File: config.mk
export PLATFORM = sky130hd
export DESIGN_NAME = gpio_input_port_flat
export DESIGN_NICKNAME = d
export VERILOG_FILES = /design/src/rtl/gpio_input_port_pkg.sv /design/src/rtl/gpio_input_port_if.sv /design/src/rtl/gpio_input_port_debounce_bit.sv /design/src/rtl/gpio_input_port.sv /design/src/flat_wrapper.sv
export SDC_FILE = /design/constraint.sdc
export NUM_CORES = 1
export LEC_CHECK = 0
export CAP_MARGIN = 20
export CORE_MARGIN = 2
export CORE_UTILIZATION = 40
export DETAILED_ROUTE_END_ITERATION = 8
export PLACE_DENSITY = 0.67
export SYNTH_ARGS = -nofsm -noshare
export SYNTH_HDL_FRONTEND = slang
export SYNTH_SLANG_ARGS = --single-unit
File: constraint.sdc
create_clock -name i_clk -period 2.4 [get_ports i_clk]
set_input_delay 0.36 -clock i_clk [delete_from_list [all_inputs] [get_ports i_clk]]
set_output_delay 0.36 -clock i_clk [all_outputs]
set_load 0.01 [all_outputs]
File: src/rtl/gpio_input_port_pkg.sv
// -----------------------------------------------------------------------------
// gpio_input_port_pkg
// Shared default parameter values for the GPIO input port slice.
// Ports: none (package only).
// -----------------------------------------------------------------------------
package gpio_input_port_pkg;

    // Number of board input pins.
    localparam int DEFAULT_WIDTH           = 8;
    // 1 ms of stability at the 16 MHz core clock.
    localparam int DEFAULT_DEBOUNCE_CYCLES = 16000;
    // Wide enough to hold DEFAULT_DEBOUNCE_CYCLES-1.
    localparam int DEFAULT_CNT_WIDTH       = 16;

endpackage : gpio_input_port_pkg

File: src/rtl/gpio_input_port_if.sv
// -----------------------------------------------------------------------------
// gpio_input_port_if
// Groups the board pins and the CPU-facing signals of the GPIO input port.
//   i_pins    : raw asynchronous pin levels (board -> port)
//   i_read    : one-cycle CPU read/acknowledge strobe (CPU -> port)
//   o_data    : debounced stable pin levels (port -> CPU)
//   o_changed : sticky per-bit change flags (port -> CPU)
//   o_valid   : OR of o_changed (port -> CPU)
// Modports: master = CPU/board side, slave = the peripheral.
// -----------------------------------------------------------------------------
interface gpio_input_port_if
    import gpio_input_port_pkg::*;
#(
    parameter int WIDTH = DEFAULT_WIDTH
);

    logic [WIDTH-1:0] i_pins;
    logic             i_read;
    logic [WIDTH-1:0] o_data;
    logic [WIDTH-1:0] o_changed;
    logic             o_valid;

    modport master (
        output i_pins,
        output i_read,
        input  o_data,
        input  o_changed,
        input  o_valid
    );

    modport slave (
        input  i_pins,
        input  i_read,
        output o_data,
        output o_changed,
        output o_valid
    );

endinterface : gpio_input_port_if

File: src/rtl/gpio_input_port_debounce_bit.sv
// -----------------------------------------------------------------------------
// gpio_input_port_debounce_bit
// Synchronizes and debounces one asynchronous input pin.
//   i_clk   : core clock
//   i_reset : synchronous, active-high reset
//   i_pin   : raw asynchronous pin level
//   o_level : debounced stable level (registered)
//   o_event : high during the cycle whose rising edge accepts a new level
// -----------------------------------------------------------------------------
module gpio_input_port_debounce_bit
    import gpio_input_port_pkg::*;
#(
    parameter int DEBOUNCE_CYCLES = DEFAULT_DEBOUNCE_CYCLES,
    parameter int CNT_WIDTH       = DEFAULT_CNT_WIDTH
)(
    input  logic i_clk,
    input  logic i_reset,
    input  logic i_pin,
    output logic o_level,
    output logic o_event
);

    localparam logic [CNT_WIDTH-1:0] LAST_COUNT = CNT_WIDTH'(DEBOUNCE_CYCLES - 1);

    logic                 sync1;
    logic                 sync2;
    logic [CNT_WIDTH-1:0] count;
    logic                 mismatch;

    assign mismatch = (sync2 != o_level);

    // Combinational so the flag logic in the parent sets o_changed on the
    // same edge that o_level takes the new value.
    assign o_event = mismatch && (count >= LAST_COUNT);

    // NOTE: sequential state uses non-blocking assignments so every flop
    // samples the pre-edge values; blocking here would collapse the
    // two-stage synchronizer into a single flop.
    always_ff @(posedge i_clk) begin
        if (i_reset) begin
            sync1   <= 1'b0;
            sync2   <= 1'b0;
            count   <= '0;
            o_level <= 1'b0;
        end else begin
            sync1 <= i_pin;
            sync2 <= sync1;
            if (!mismatch) begin
                // Any agreeing cycle discards progress: bouncing restarts.
                count <= '0;
            end else if (o_event) begin
                o_level <= sync2;
                count   <= '0;
            end else begin
                count <= count + 1'b1;
            end
        end
    end

endmodule : gpio_input_port_debounce_bit

File: src/rtl/gpio_input_port.sv
// -----------------------------------------------------------------------------
// gpio_input_port
// CPU-facing input peripheral: per-pin synchronizer and debounce, stable
// levels, and sticky change flags cleared by a one-cycle read strobe.
//   i_clk   : core clock (16 MHz)
//   i_reset : synchronous, active-high reset
//   bus     : gpio_input_port_if.slave (i_pins, i_read, o_data, o_changed,
//             o_valid)
// -----------------------------------------------------------------------------
module gpio_input_port
    import gpio_input_port_pkg::*;
#(
    parameter int WIDTH           = DEFAULT_WIDTH,
    parameter int DEBOUNCE_CYCLES = DEFAULT_DEBOUNCE_CYCLES,
    parameter int CNT_WIDTH       = DEFAULT_CNT_WIDTH
)(
    input  logic                i_clk,
    input  logic                i_reset,
    gpio_input_port_if.slave    bus
);

    logic [WIDTH-1:0] level;
    logic [WIDTH-1:0] events;
    logic [WIDTH-1:0] changed_next;

    for (genvar n = 0; n < WIDTH; n++) begin : g_bit
        gpio_input_port_debounce_bit #(
            .DEBOUNCE_CYCLES (DEBOUNCE_CYCLES),
            .CNT_WIDTH       (CNT_WIDTH)
        ) u_debounce (
            .i_clk   (i_clk),
            .i_reset (i_reset),
            .i_pin   (bus.i_pins[n]),
            .o_level (level[n]),
            .o_event (events[n])
        );
    end

    assign bus.o_data = level;

    // NOTE: changed_next gets its default before any condition so no path
    // leaves it unassigned, which would otherwise infer a latch.
    always_comb begin
        changed_next = bus.o_changed;
        if (bus.i_read) begin
            changed_next = '0;
        end
        // Applied after the clear so an event on the read cycle is kept.
        changed_next = changed_next | events;
    end

    always_ff @(posedge i_clk) begin
        if (i_reset) begin
            bus.o_changed <= '0;
            bus.o_valid   <= 1'b0;
        end else begin
            bus.o_changed <= changed_next;
            bus.o_valid   <= |changed_next;
        end
    end

endmodule : gpio_input_port

File: src/flat_wrapper.sv
// flat-port wrapper written by rule: the top's interface ports become plain ports
module gpio_input_port_flat import gpio_input_port_pkg::*;
#(
    parameter int WIDTH           = DEFAULT_WIDTH,
    parameter int DEBOUNCE_CYCLES = DEFAULT_DEBOUNCE_CYCLES,
    parameter int CNT_WIDTH       = DEFAULT_CNT_WIDTH
)
  (i_clk, i_reset, bus_i_pins, bus_i_read, bus_o_data, bus_o_changed, bus_o_valid);
  gpio_input_port_if #(.WIDTH(WIDTH)) bus_i ();
  input  logic i_clk;
  input  logic i_reset;
  input wire logic [$bits(bus_i.i_pins)-1:0] bus_i_pins;
  input wire logic [$bits(bus_i.i_read)-1:0] bus_i_read;
  output wire logic [$bits(bus_i.o_data)-1:0] bus_o_data;
  output wire logic [$bits(bus_i.o_changed)-1:0] bus_o_changed;
  output wire logic [$bits(bus_i.o_valid)-1:0] bus_o_valid;
  assign bus_i.i_pins = bus_i_pins;
  assign bus_i.i_read = bus_i_read;
  assign bus_o_data = bus_i.o_data;
  assign bus_o_changed = bus_i.o_changed;
  assign bus_o_valid = bus_i.o_valid;
  gpio_input_port #(.WIDTH(WIDTH), .DEBOUNCE_CYCLES(DEBOUNCE_CYCLES), .CNT_WIDTH(CNT_WIDTH)) u_core (.i_clk(i_clk), .i_reset(i_reset), .bus(bus_i));
endmodule
### Word-level counts from Yosys, hierarchy flattened

Index checks and enable logic that the tools add are counted.

* ROM bits: 0
* logic and storage cells: 93
* input bits: 11
* memories: 0
* bits in latches: 0
* register bits: 161
* output and inout bits: 17
* RAM bits: 0

* shifts and indexed selects: 0
* bitwise operators: 9
* reductions and logical operators: 25
* multipliers: 0
* multiplexer cells: 1
* order comparisons: 8
* add/sub/neg operators: 8
* equal/unequal tests: 8
* div/mod/pow operators: 0

Operators by type and width (number)
* $add 16x1->16 const B: 8
* $ge 16x14->1 const B: 8
* $reduce_or 3->1: 8
* $reduce_and 2->1: 8
* $logic_and 1x1->1: 8
* $mux 8: 1
* $ne 1x1->1: 8
* $not 1->1: 8
* $or 8x8->8: 1
* $reduce_or 8->1: 1

### Logic depth before layout (Yosys ltp)

Gate-level depths: netlist of the first run.

* word-level depth: 4
* depth in mapped cells: 8

### Hierarchy

A second synthesis of the first run with hierarchy kept.

* cells, all modules: 689
* area, all modules: 6646.4 um^2

Modules (own cells, without submodules)
* gpio_input_port_debounce_bit: cells each 82, area each 793.3 um^2, instances 8
* gpio_input_port: cells each 33, area each 300.3 um^2, instances 1

### Worst setup path before layout of the first run

No wires, ideal clock.

* path kind: register -> register
* start point: reg u_core.g_bit[1].u_debounce.count[0]
* end point: reg u_core.g_bit[1].u_debounce.count[10]
* period minus slack after synthesis: 2.063 ns
* arrival time: 2.001 ns
* library setup time: 0.062 ns
* buffers on the path: 2
* required time: 2.338 ns
* stages on the path, launching flop included: 8
* slack: 0.337 ns
* path through: dfxtp_1 -> ha_1 -> a311o_1 -> a311o_1 -> or3_1 -> buf_6 -> buf_12 -> nor2_4

* word-level cells in the longest chain between the ends: 3

Ends and longest elaborated chain
* start: declaration: line gpio_input_port_debounce_bit.sv:27 `logic [CNT_WIDTH-1:0] count;`
* start signal: assignment: line gpio_input_port_debounce_bit.sv:55 `count <= count + 1'b1;`
* $ge 16x14->1: line gpio_input_port_debounce_bit.sv:34 `assign o_event = mismatch && (count >= LAST_COUNT);`
* $logic_and 1x1->1: line gpio_input_port_debounce_bit.sv:34
* $reduce_or 3->1 (no source line)

Parallel ways exist; a longest one is shown, timed or not.
A chain may end at the register's enable or synchronous reset.

### Final worst setup path of the first run

* start point: reg u_core.g_bit[1].u_debounce.count[0]
* end point: reg u_core.g_bit[1].u_debounce.count[2]

Same word-level chain as after synthesis.

==> flow_summary.ini, run 1 <==
[status]
status = completed

[logic_synthesis]
syn_inst = 673
synth_xor_area_frac = 0.134
synthDistinctLibCells = 50
synth-simple-area-share = 0.247
synth_top_family_by_area = simple AND/OR/NAND/NOR gates
yosys_register_bits = 161
synth.area.top_cells = dfxtp_1 51%, nor2_1 8.7%, xnor2_1 6.8%
yosys_warnings = 0
synth-compound-area-share = 0.0444
synth-async-reset-ratio = 0
yosysTopAreaCellShare = 0.513
syn-cell-area_um2 = 6280
synthAdderAreaFrac = 0.0159
synth-edff-count = 0
seq_area_frac_synth = 0.513
syn_area_per_cell_um2 = 9.34
yosys.area.top_type = dfxtp_1
ys.flop_type = dfxtp_1
muxShareOfSynthArea = 0.00956

[place]
numPortBuffers = 27
globalplace.congestion = 0.795
dp_hpwl_um = 7950
place_area_um2 = 6770

[clock_tree]
cts_setup_buffers = 0
cts_hold_buffers = 0
cts_tree = done
ctsResizeCount = 0
clock_path_buffers = 2
numClockSinks = 161
htree_levels = 4
cts_root_buf = clkbuf_16
cts-buffers-inserted = 17
clock_latency_ps = 420
path_clk_slew_ps = 60

[route]
routed_wl_um = 11400
ant_nets = 0
vias = 4478
routedWlPerCell_um = 12.2
drc = 0
drt-pass1-iter-count = 7
viasPerCell = 4.78
drtIter0Drc = 250

[floorplan]
fp-row-count = 45
core-area_um2 = 15300
die-height_um = 129
die_x_um = 129
dieArea_um2 = 16700
start_util = 0.412
boundaryPins = 28

[setup_path]
reg2reg_slack_ps = 210
rr_worst_depth = 6
r2r_end = u_core.g_bit[1].u_debounce.count[2]
end_kind = flip-flop
worst_ep_required_time_ps = 2750
worstPathMaxFanout = 14
crit_path_start_kind = flip-flop
critPathKind = reg2reg
worstPathArrival_ps = 2550
r2r-start = u_core.g_bit[1].u_debounce.count[0]

[grt]
antenna_found_initial = 0
grt_max_degree = 39
grtUsageTotal = 0.149
grt_overflow = 0
grt_pass1_wl_um = 19700
grt_pass1_vias = 4367

[timing]
worst_pin_slew_ps = 554
fin_crit_sh = 0.915
maxSlewHeadroom = 0.630
setup_viol = 0
hold_viol_final = 0
fin_skew_ps = 5.71
fin_setup_tns_ps = 0
fmax_mhz = 456
min_period_ps = 2190
rsz0062_at_grt = no
drv_slew = 0

[power]
p_total_mw = 5.82
p_leak_nw = 2.57
vdd_ir_drop_max_mv = 0.502
p_per_area_nw_per_um2 = 784

[min_path]
hold_depth = 1
hp-class = reg2reg
worstHoldEndpoint = u_core.g_bit[5].u_debounce.sync2
min_from = u_core.g_bit[5].u_debounce.sync1

[final_layout]
diodes = 0
nNetsFinal = 732
fin_area_um2 = 7420
drive_gt1_frac = 0.0689
area_delta_synth_final_pct = 18.1

[run]
drv_cap = 0
## cells in the final DEF (no fill, tap or decap), drive strengths merged, types with 5 or more instances in the layout
| cell type | instances |
|---|---|
| mux2i | 6 |
| and4 | 11 |
| inv | 22 |
| nand4 | 21 |
| nand2 | 38 |
| dfxtp | 161 |
| nor2b | 17 |
| bufinv | 5 |
| xor2 | 47 |
| xnor2 | 49 |
| conb | 16 |
| ha | 8 |
| nor2 | 156 |
| nand3 | 34 |
| or3 | 5 |
| and3 | 17 |
| clkbuf | 19 |
| a21oi | 9 |
| clkdlybuf4s50 | 27 |
## cells by family after synthesis
| family | count (synthesis) |
|---|---|
| buffers and inverters | 46 |
| adder cells (fa/ha/maj) | 8 |
| multiplexers | 6 |
| flip-flops | 161 |
| AND/OR/NAND/NOR | 317 |
| XOR/XNOR | 96 |
| other | 1 |
| AO/OA/AOI/OAI | 38 |
## final cells by class
class,instances,area (µm²)
clock buffer,19,443
clock inverter,13,208
fill,1410,7840
inverter,21,78.8
multi-input combinational,481,2890
sequential,161,3220
tap,211,264
timing repair buffer,31,313
## flip-flops by register name, indices dropped and copies added, names as in the netlist
register	flops
u_core.bus.o_changed	8
u_core.bus.o_valid	1
u_core.g_bit.u_debounce.count	128
u_core.g_bit.u_debounce.o_level	8
u_core.g_bit.u_debounce.sync1	8
u_core.g_bit.u_debounce.sync2	8
## worst max path at each step
stage                                              startpoint                                    to  slack [ps]  cells past startpoint
final                     u_core.g_bit[1].u_debounce.count[0]   u_core.g_bit[1].u_debounce.count[2]         210                      6
after global placement                             bus_i_read                    u_core.bus.o_valid         290                      5
after CTS                 u_core.g_bit[1].u_debounce.count[0]   u_core.g_bit[1].u_debounce.count[2]         210                      6
after global routing      u_core.g_bit[1].u_debounce.count[0]   u_core.g_bit[1].u_debounce.count[5]         100                      6
after floorplan           u_core.g_bit[1].u_debounce.count[0]  u_core.g_bit[1].u_debounce.count[10]         340                      7
after detailed placement                           bus_i_read                    u_core.bus.o_valid         250                      5
## power breakdown
group,switching [mW],internal (mW)
registers,0.0266,2.72
logic,0.0787,0.0811
clock network,1.04,1.87
total,1.15,4.67
## per-layer routing
| metal | wire (µm) | part of all wire | GRT usage | vias to the layer above |
|---|---|---|---|---|
| met5 | 0 | 0 | 0 | - |
| met4 | 229 | 0.020 | 0.0646 | 0 |
| met3 | 448 | 0.039 | 0.0454 | 14 |
| met2 | 5570 | 0.49 | 0.248 | 60 |
| met1 | 5180 | 0.45 | 0.177 | 2111 |
| li1 | - | - | - | 2293 |
## through the flow
| step | utilization | cells | setup WS (ps) | hold WS, ps |
|---|---|---|---|---|
| 2_1_floorplan | - | 688 | 337 | 413 |
| 3_3_place_gp | 0.444 | 905 | 286 | 419 |
| 3_5_place_dp | 0.444 | 905 | 246 | 420 |
| 4_1_cts | 0.486 | 937 | 211 | 434 |
| 5_1_grt | 0.486 | 937 | 99.1 | 460 |
| 6_report | 0.486 | 937 | 205 | 434 |
## Yosys cell counts, drive strengths merged, types with 2 or more instances
master,instances
nor3,4
dfxtp,161
ha,8
nor4,3
mux2i,6
a311o,3
buf,10
nand2,38
inv,21
and2,3
nand3,34
a31oi,4
and3,17
a211o,2
nand4,21
or2,3
a21oi,9
nor2,156
nor2b,17
a311oi,2
or4,2
a21o,2
clkbuf,15
or3,5
o21ai,4
and4,11
xnor2,49
xor2,47
## worst max-delay path, cell delays in order, from the launching register on
cell,delay [ps]
dfxtp_1,360
ha_1,280
a311o_1,360
a311o_1,390
or3_1,360
buf_4,230
nor2_1,130
No activity file was read; power rests on OpenSTA's default activity.
==> inputs of run 2 (changes only) <==
--- a/config.mk
+++ b/config.mk
@@ -5,7 +5,6 @@
 export SDC_FILE = /design/constraint.sdc
 export NUM_CORES = 1
 export LEC_CHECK = 0
-export CAP_MARGIN = 20
 export CORE_MARGIN = 2
 export CORE_UTILIZATION = 40
 export DETAILED_ROUTE_END_ITERATION = 8
==> results of run 2 <==
No change in the layout: final DEF, timing and power equal those of run 1.
==> patch 1, RTL diff (flow settings as in run 2) <==
The package constant `DEFAULT_CNT_WIDTH` goes from 16 to 18.
--- a/src/rtl/gpio_input_port_pkg.sv
+++ b/src/rtl/gpio_input_port_pkg.sv
@@ -10,7 +10,7 @@
     // 1 ms of stability at the 16 MHz core clock.
     localparam int DEFAULT_DEBOUNCE_CYCLES = 16000;
     // Wide enough to hold DEFAULT_DEBOUNCE_CYCLES-1.
-    localparam int DEFAULT_CNT_WIDTH       = 16;
+    localparam int DEFAULT_CNT_WIDTH       = 18;
 
 endpackage : gpio_input_port_pkg
 
Formal check against the unedited RTL: no difference found for any inputs over 10 cycles, from zero or initial values and one cycle with i_reset high; that may be too few to reach the edited logic, so the function may still have changed.
==> patch 1 against run 2 <==
  * Combinational power decreased by 13%
  * Clock skew is 2.5 ps higher
  * Critical path depth unchanged
  * Power up 6.4%
  * Area after synthesis rose by 5.6%
  * Sequential cell count is 16 higher
  * Via count down 0.40%
  * Wire length decreased by 6.7%
  * Setup slack improved by 14 ps
  * Cell area rose by 5.0%
  * Core utilization fell by 1.1 points
  * Hold slack got worse by 45 ps
  * Critical endpoint is now u_core.g_bit[3].u_debounce.count[4]
==> patch 1: results (changes against run 2) <==
{
  "routing": {
    "first_iter_violations": {"value": 208, "change": "was 250"},
    "routed-via-count": {"value": 4460, "change": "was 4478"},
    "routed_wire_length_per_instance": {"value": 10.88, "unit": "microns", "change": "was 12.20 microns"},
    "detailedRoute.firstPassIterationCount": {"value": 5, "change": "was 7"}
  },
  "worst_setup_path": {
    "critical_path.slowest_cell": {"value": "sky130_fd_sc_hd__or3b_1", "change": "was sky130_fd_sc_hd__a311o_1"},
    "capturing_point_of_the_worst_reg2reg_path": {"value": "u_core.g_bit[3].u_debounce.count[4]", "change": "was u_core.g_bit[1].u_debounce.count[2]"},
    "arrival": {"value": 2540, "unit": "ps", "change": "was 2550 ps"},
    "timing.rr.start": {"value": "u_core.g_bit[3].u_debounce.count[0]", "change": "was u_core.g_bit[1].u_debounce.count[0]"},
    "r2r_slack_ps": 220
  },
  "final_layout": {
    "layout_cell_share_with_drive_strength_beyond_1": {"value": 0.05263, "change": "was 0.06887"},
    "largest_reg_flops": {"value": 144, "change": "was 128"},
    "nNetsFinal": {"value": 766, "change": "was 732"}
  },
  "grt": {
    "grt_first_pass_wirelength": {"value": 18350, "unit": "microns", "change": "was 19720 microns"},
    "grt_max_degree": {"value": 29, "change": "was 39"},
    "via_count_of_the_first_global_routing_pass": {"value": 4123, "change": "was 4367"}
  },
  "min_path": {
    "worstHoldPathType": {"value": "input pin to flop", "change": "was flop to flop"},
    "timing.hold.worst_path_depth": {"value": 2, "change": "was 1"},
    "worst_hold_path.endpoint": {"value": "u_core.g_bit[6].u_debounce.o_level", "change": "was u_core.g_bit[5].u_debounce.sync2"},
    "min_from": {"value": "i_reset", "change": "was u_core.g_bit[5].u_debounce.sync1"}
  },
  "yosys": {
    "synth_area_leaders": {"value": "sky130_fd_sc_hd__dfxtp_1 (53%), sky130_fd_sc_hd__nor2_1 (8.2%), sky130_fd_sc_hd__xor2_1 (7.4%)", "change": "was sky130_fd_sc_hd__dfxtp_1 (51%), sky130_fd_sc_hd__nor2_1 (8.7%), sky130_fd_sc_hd__xnor2_1 (6.8%)"}
  },
  "placement": {
    "gpl.final_weighted_congestion": {"value": 0.7355, "change": "was 0.7946"}
  },
  "pwr": {
    "reported_leakage_power": {"value": 2.770, "unit": "nW", "change": "was 2.572 nW"},
    "peak_supply_drop": {"value": 0.6391, "unit": "mV", "change": "was 0.5020 mV"}
  },
  "run_status": {
    "status": {"value": "finished, final reports clean", "change": "unchanged"}
  },
  "timing": {
    "relSlewSlack": {"value": 0.6504, "change": "was 0.6296"},
    "clock_skew": {"value": 8.254, "unit": "ps", "change": "was 5.713 ps"}
  }
}
## patch 1: changes by cell type in the layout (fill, tap and decap cells not counted), sizes merged, moves of 4 or more
| cell | change |
|---|---|
| conb | +16 |
| dfxtp | +16 |
| nor2b | +12 |
| nor2 | -11 |
| xor2 | +9 |
| or3b | +8 |
| xnor2 | -8 |
| inv | -7 |
| nand4 | -6 |
| nor3 | +5 |
| o21bai | +4 |
| or3 | -4 |
| or4 | +4 |
## patch 1: cell families after synthesis
| logic type | synth area share |
|---|---|
| simple gates | 0.2364 |
| compound gates | 0.03864 |
| fa+ha+maj | 0.01508 |
| mux | 0.01206 |
| xor+xnor | 0.1280 |
| buf+inv | 0.03544 |
| flops | 0.5338 |
| other cells | 0.0005650 |
## patch 1: worst max-delay path by stage
stage,start,to,cells past startpoint
final,u_core.g_bit[3].u_debounce.count[0],u_core.g_bit[3].u_debounce.count[4],6
after floorplan,u_core.g_bit[4].u_debounce.count[0],u_core.g_bit[4].u_debounce.count[13],7
after global placement,bus_i_read,u_core.bus.o_valid,6
after detailed placement,u_core.g_bit[3].u_debounce.count[0],u_core.g_bit[3].u_debounce.count[9],6
after CTS,u_core.g_bit[3].u_debounce.count[0],u_core.g_bit[3].u_debounce.count[11],6
after global routing,u_core.g_bit[3].u_debounce.count[0],u_core.g_bit[3].u_debounce.count[12],6
## patch 1: critical path, delay by kind of cell (launching register included)
family                   cells  cell delay [ps]
AND/OR/NAND/NOR              3             1030
AO/OA/AOI/OAI                2              510
adder cells (fa/ha/maj)      1              240
flip-flops                   1              330
## patch 1: through the flow
step	instance area (sq um)	setup slack [ps]	power [mW]	cells	hold slack, ps
global placement	7127	249.7	3.219	948	418.8
CTS	7791	208.0	6.283	980	374.6
detailed placement	7127	234.0	3.220	948	427.6
floorplan	6754	461.0	3.153	726	413.8
global route	7791	42.83	6.412	980	398.0
finish	7791	219.3	6.190	980	388.7
## patch 1: power by group
group | internal, mW | switching (mW)
Sequential | 2.99 | 0.0221
Clock | 1.89 | 1.15
Combinational | 0.0717 | 0.0675
## patch 1: routing by layer
layer,up-vias,track usage,wire length [microns]
met4,0,0.05914,180
met2,45,0.2087,4881
met5,-,0,0
met3,12,0.04291,343
met1,2028,0.1585,5261
li1,2375,-,-
## patch 1: layout make-up
type,instances,area [sq um]
fill,1554,8616
clock buffer,18,439.2
inverter,12,45.04
multi-input combinational,509,2975
clock inverter,14,225.2
timing repair buffer,30,287.8
sequential,177,3543
tap,220,275.3
==> patch 2, RTL diff (flow settings as in run 2) <==
Without the edit above. Make the reset (`i_reset`) asynchronous in 2 clocked blocks. Comments in the files are not updated.
--- a/src/rtl/gpio_input_port_debounce_bit.sv
+++ b/src/rtl/gpio_input_port_debounce_bit.sv
@@ -36,7 +36,7 @@
     // NOTE: sequential state uses non-blocking assignments so every flop
     // samples the pre-edge values; blocking here would collapse the
     // two-stage synchronizer into a single flop.
-    always_ff @(posedge i_clk) begin
+    always_ff @(posedge i_clk or posedge i_reset) begin
         if (i_reset) begin
             sync1   <= 1'b0;
             sync2   <= 1'b0;
--- a/src/rtl/gpio_input_port.sv
+++ b/src/rtl/gpio_input_port.sv
@@ -49,7 +49,7 @@
         changed_next = changed_next | events;
     end
 
-    always_ff @(posedge i_clk) begin
+    always_ff @(posedge i_clk or posedge i_reset) begin
         if (i_reset) begin
             bus.o_changed <= '0;
             bus.o_valid   <= 1'b0;
Formal check against the unedited RTL: no difference found for any inputs over 10 cycles, from zero or initial values and one cycle with i_reset high; that may be too few to reach the edited logic, so the function may still have changed.
==> patch 2 against run 2 <==
  * Fmax grew 5.7%
  * Wire length grew 7.4%
  * Sequential cell count is the same
  * Clock skew grew 0.64 ps
  * Count of clock-buffer cells in the layout grew 4
  * Power shrank 0.11%
  * Final cell count shrank 1.3%
  * Cell area grew 7.0%
  * Setup slack gained 120 ps
  * Synthesized cell count shrank 4.3%
  * Area after synthesis grew 7.9%
  * First-iteration DRC count shrank 2.8%
  * Core utilization shrank 0.74 points
  * Largest cell class unchanged
==> patch 2: results (changes against run 2) <==
{
  "grt": {
    "grt_first_pass_wirelength": {"value": 21980, "unit": "microns", "change": "was 19720 microns"},
    "grt_max_degree": {"value": 94, "change": "was 39"},
    "via_count_of_the_first_global_routing_pass": {"value": 4628, "change": "was 4367"}
  },
  "timing": {
    "final.setup.worst_slack": {"value": 324.0, "unit": "ps", "change": "was 205.1 ps"},
    "timing.hold.ws": {"value": 348.5, "unit": "ps", "change": "was 434.1 ps"},
    "clock_skew": {"value": 6.351, "unit": "ps", "change": "was 5.713 ps"},
    "tightest_slew": {"value": 587.5, "unit": "ps", "change": "was 553.9 ps"}
  },
  "pwr": {
    "peak_supply_drop": {"value": 0.5043, "unit": "mV", "change": "was 0.5020 mV"},
    "reported_leakage_power": {"value": 3.276, "unit": "nW", "change": "was 2.572 nW"}
  },
  "yosys": {
    "asyncSetResetFlopFracSynth": {"value": 1.000, "change": "was 0"},
    "syn_area_per_cell": {"value": 10.53, "unit": "sq um", "change": "was 9.338 sq um"},
    "ys.flop_type": {"value": "sky130_fd_sc_hd__dfrtp_1", "change": "was sky130_fd_sc_hd__dfxtp_1"},
    "yosysSeqAreaShare": {"value": 0.5939, "change": "was 0.5128"},
    "leading_cell_types_by_count_after_synthesis": {"value": "sky130_fd_sc_hd__dfrtp_1 (161), sky130_fd_sc_hd__nor2_1 (156), sky130_fd_sc_hd__nand2_1 (51)", "change": "was sky130_fd_sc_hd__dfxtp_1 (161), sky130_fd_sc_hd__nor2_1 (146), sky130_fd_sc_hd__xnor2_1 (49)"}
  },
  "routing": {
    "routed_wl": {"value": 12280, "unit": "microns", "change": "was 11430 microns"},
    "first_iter_violations": {"value": 243, "change": "was 250"}
  },
  "final_layout": {
    "nNetsFinal": {"value": 711, "change": "was 732"},
    "filler_cell_count": {"value": 1515, "change": "was 1410"}
  },
  "placement": {
    "placedCellCount": {"value": 893, "change": "was 905"},
    "dp.final_hpwl": {"value": 8444, "unit": "microns", "change": "was 7954 microns"},
    "placement.cell_area": {"value": 7350, "unit": "sq um", "change": "was 6770 sq um"},
    "gpl.final_weighted_congestion": {"value": 0.7619, "change": "was 0.7946"}
  },
  "worst_setup_path": {
    "r2r_slack": {"value": 320, "unit": "ps", "change": "was 210 ps"},
    "capturing_point_of_the_worst_reg2reg_path": {"value": "u_core.bus.o_valid", "change": "was u_core.g_bit[1].u_debounce.count[2]"},
    "timing.rr.start": {"value": "u_core.g_bit[2].u_debounce.count[0]", "change": "was u_core.g_bit[1].u_debounce.count[0]"},
    "arrival": {"value": 2360, "unit": "ps", "change": "was 2550 ps"}
  },
  "min_path": {
    "min_from": {"value": "u_core.g_bit[4].u_debounce.sync1", "change": "was u_core.g_bit[5].u_debounce.sync1"},
    "worst_hold_path.endpoint": {"value": "u_core.g_bit[4].u_debounce.sync2", "change": "was u_core.g_bit[5].u_debounce.sync2"},
    "timing.hold.worst_path_depth": {"value": 0, "change": "was 1"}
  },
  "run_status": {
    "status": {"value": "finished, final reports clean", "change": "unchanged"}
  }
}
-- patch 2: how the worst max path moves through the flow --
stage,to,startpoint
2_1_floorplan,u_core.bus.o_changed[0],i_reset
3_3_place_gp,u_core.bus.o_valid,bus_i_read
3_5_place_dp,u_core.bus.o_valid,bus_i_read
4_1_cts,u_core.bus.o_valid,u_core.g_bit[2].u_debounce.count[0]
5_1_grt,u_core.g_bit[5].u_debounce.count[10],u_core.g_bit[5].u_debounce.count[0]
6_report,u_core.bus.o_valid,u_core.g_bit[2].u_debounce.count[0]
-- patch 2: metrics by stage --
step           utilization  setup TNS (ps)
3_3_place_gp        0.4432               0
4_1_cts             0.4790               0
6_report            0.4790               0
3_5_place_dp        0.4432               0
5_1_grt             0.4790               0
2_1_floorplan            -          -455.4
-- patch 2: per-layer routing --
layer	wire length, microns	track usage
met3	421	0.04535
met5	0	0
met4	160	0.04795
met1	5579	0.1922
met2	6118	0.2526
-- patch 2: cell families (layout without fill, tap and decap cells) --
logic type | Yosys count | after routing | synth area share
adders and majority gates | 8 | 8 | 0.01476
xor gates and xnor gates | 98 | 98 | 0.1265
DFF | 161 | 161 | 0.5939
muxes | 8 | 8 | 0.01328
other | 1 | 16 | 0.0005528
AOI/OAI and AO/OA | 37 | 37 | 0.03744
and+or+nand+nor | 295 | 295 | 0.1890
buffers and inverters | 36 | 82 | 0.02453
-- patch 2: where the power goes --
group          total [mW]  leakage [nW]  internal [mW]  switching, mW
sequential           2.84          2.13           2.79         0.0555
clock                2.66         0.293           1.64           1.02
combinational       0.309         0.855          0.134          0.174
total                5.81          3.28           4.56           1.25
-- patch 2: worst max-delay path, stage by stage (launching register included) --
cell                       delay [ps]
sky130_fd_sc_hd__dfrtp_1          400
sky130_fd_sc_hd__ha_1             250
sky130_fd_sc_hd__nand4_1          150
sky130_fd_sc_hd__nor2_1           100
sky130_fd_sc_hd__o311ai_1         380
sky130_fd_sc_hd__o21ai_1          150
sky130_fd_sc_hd__or4_1            520
-- patch 2: area by class of cell --
type                    count  share of cell area
clock buffers              23             0.06144
clock inverters             9             0.01323
inverters                  19            0.009452
multi-input cells         462              0.3330
flip-flops and latches    161              0.5072
well taps                 220             0.03466
repair buffers             31             0.04096
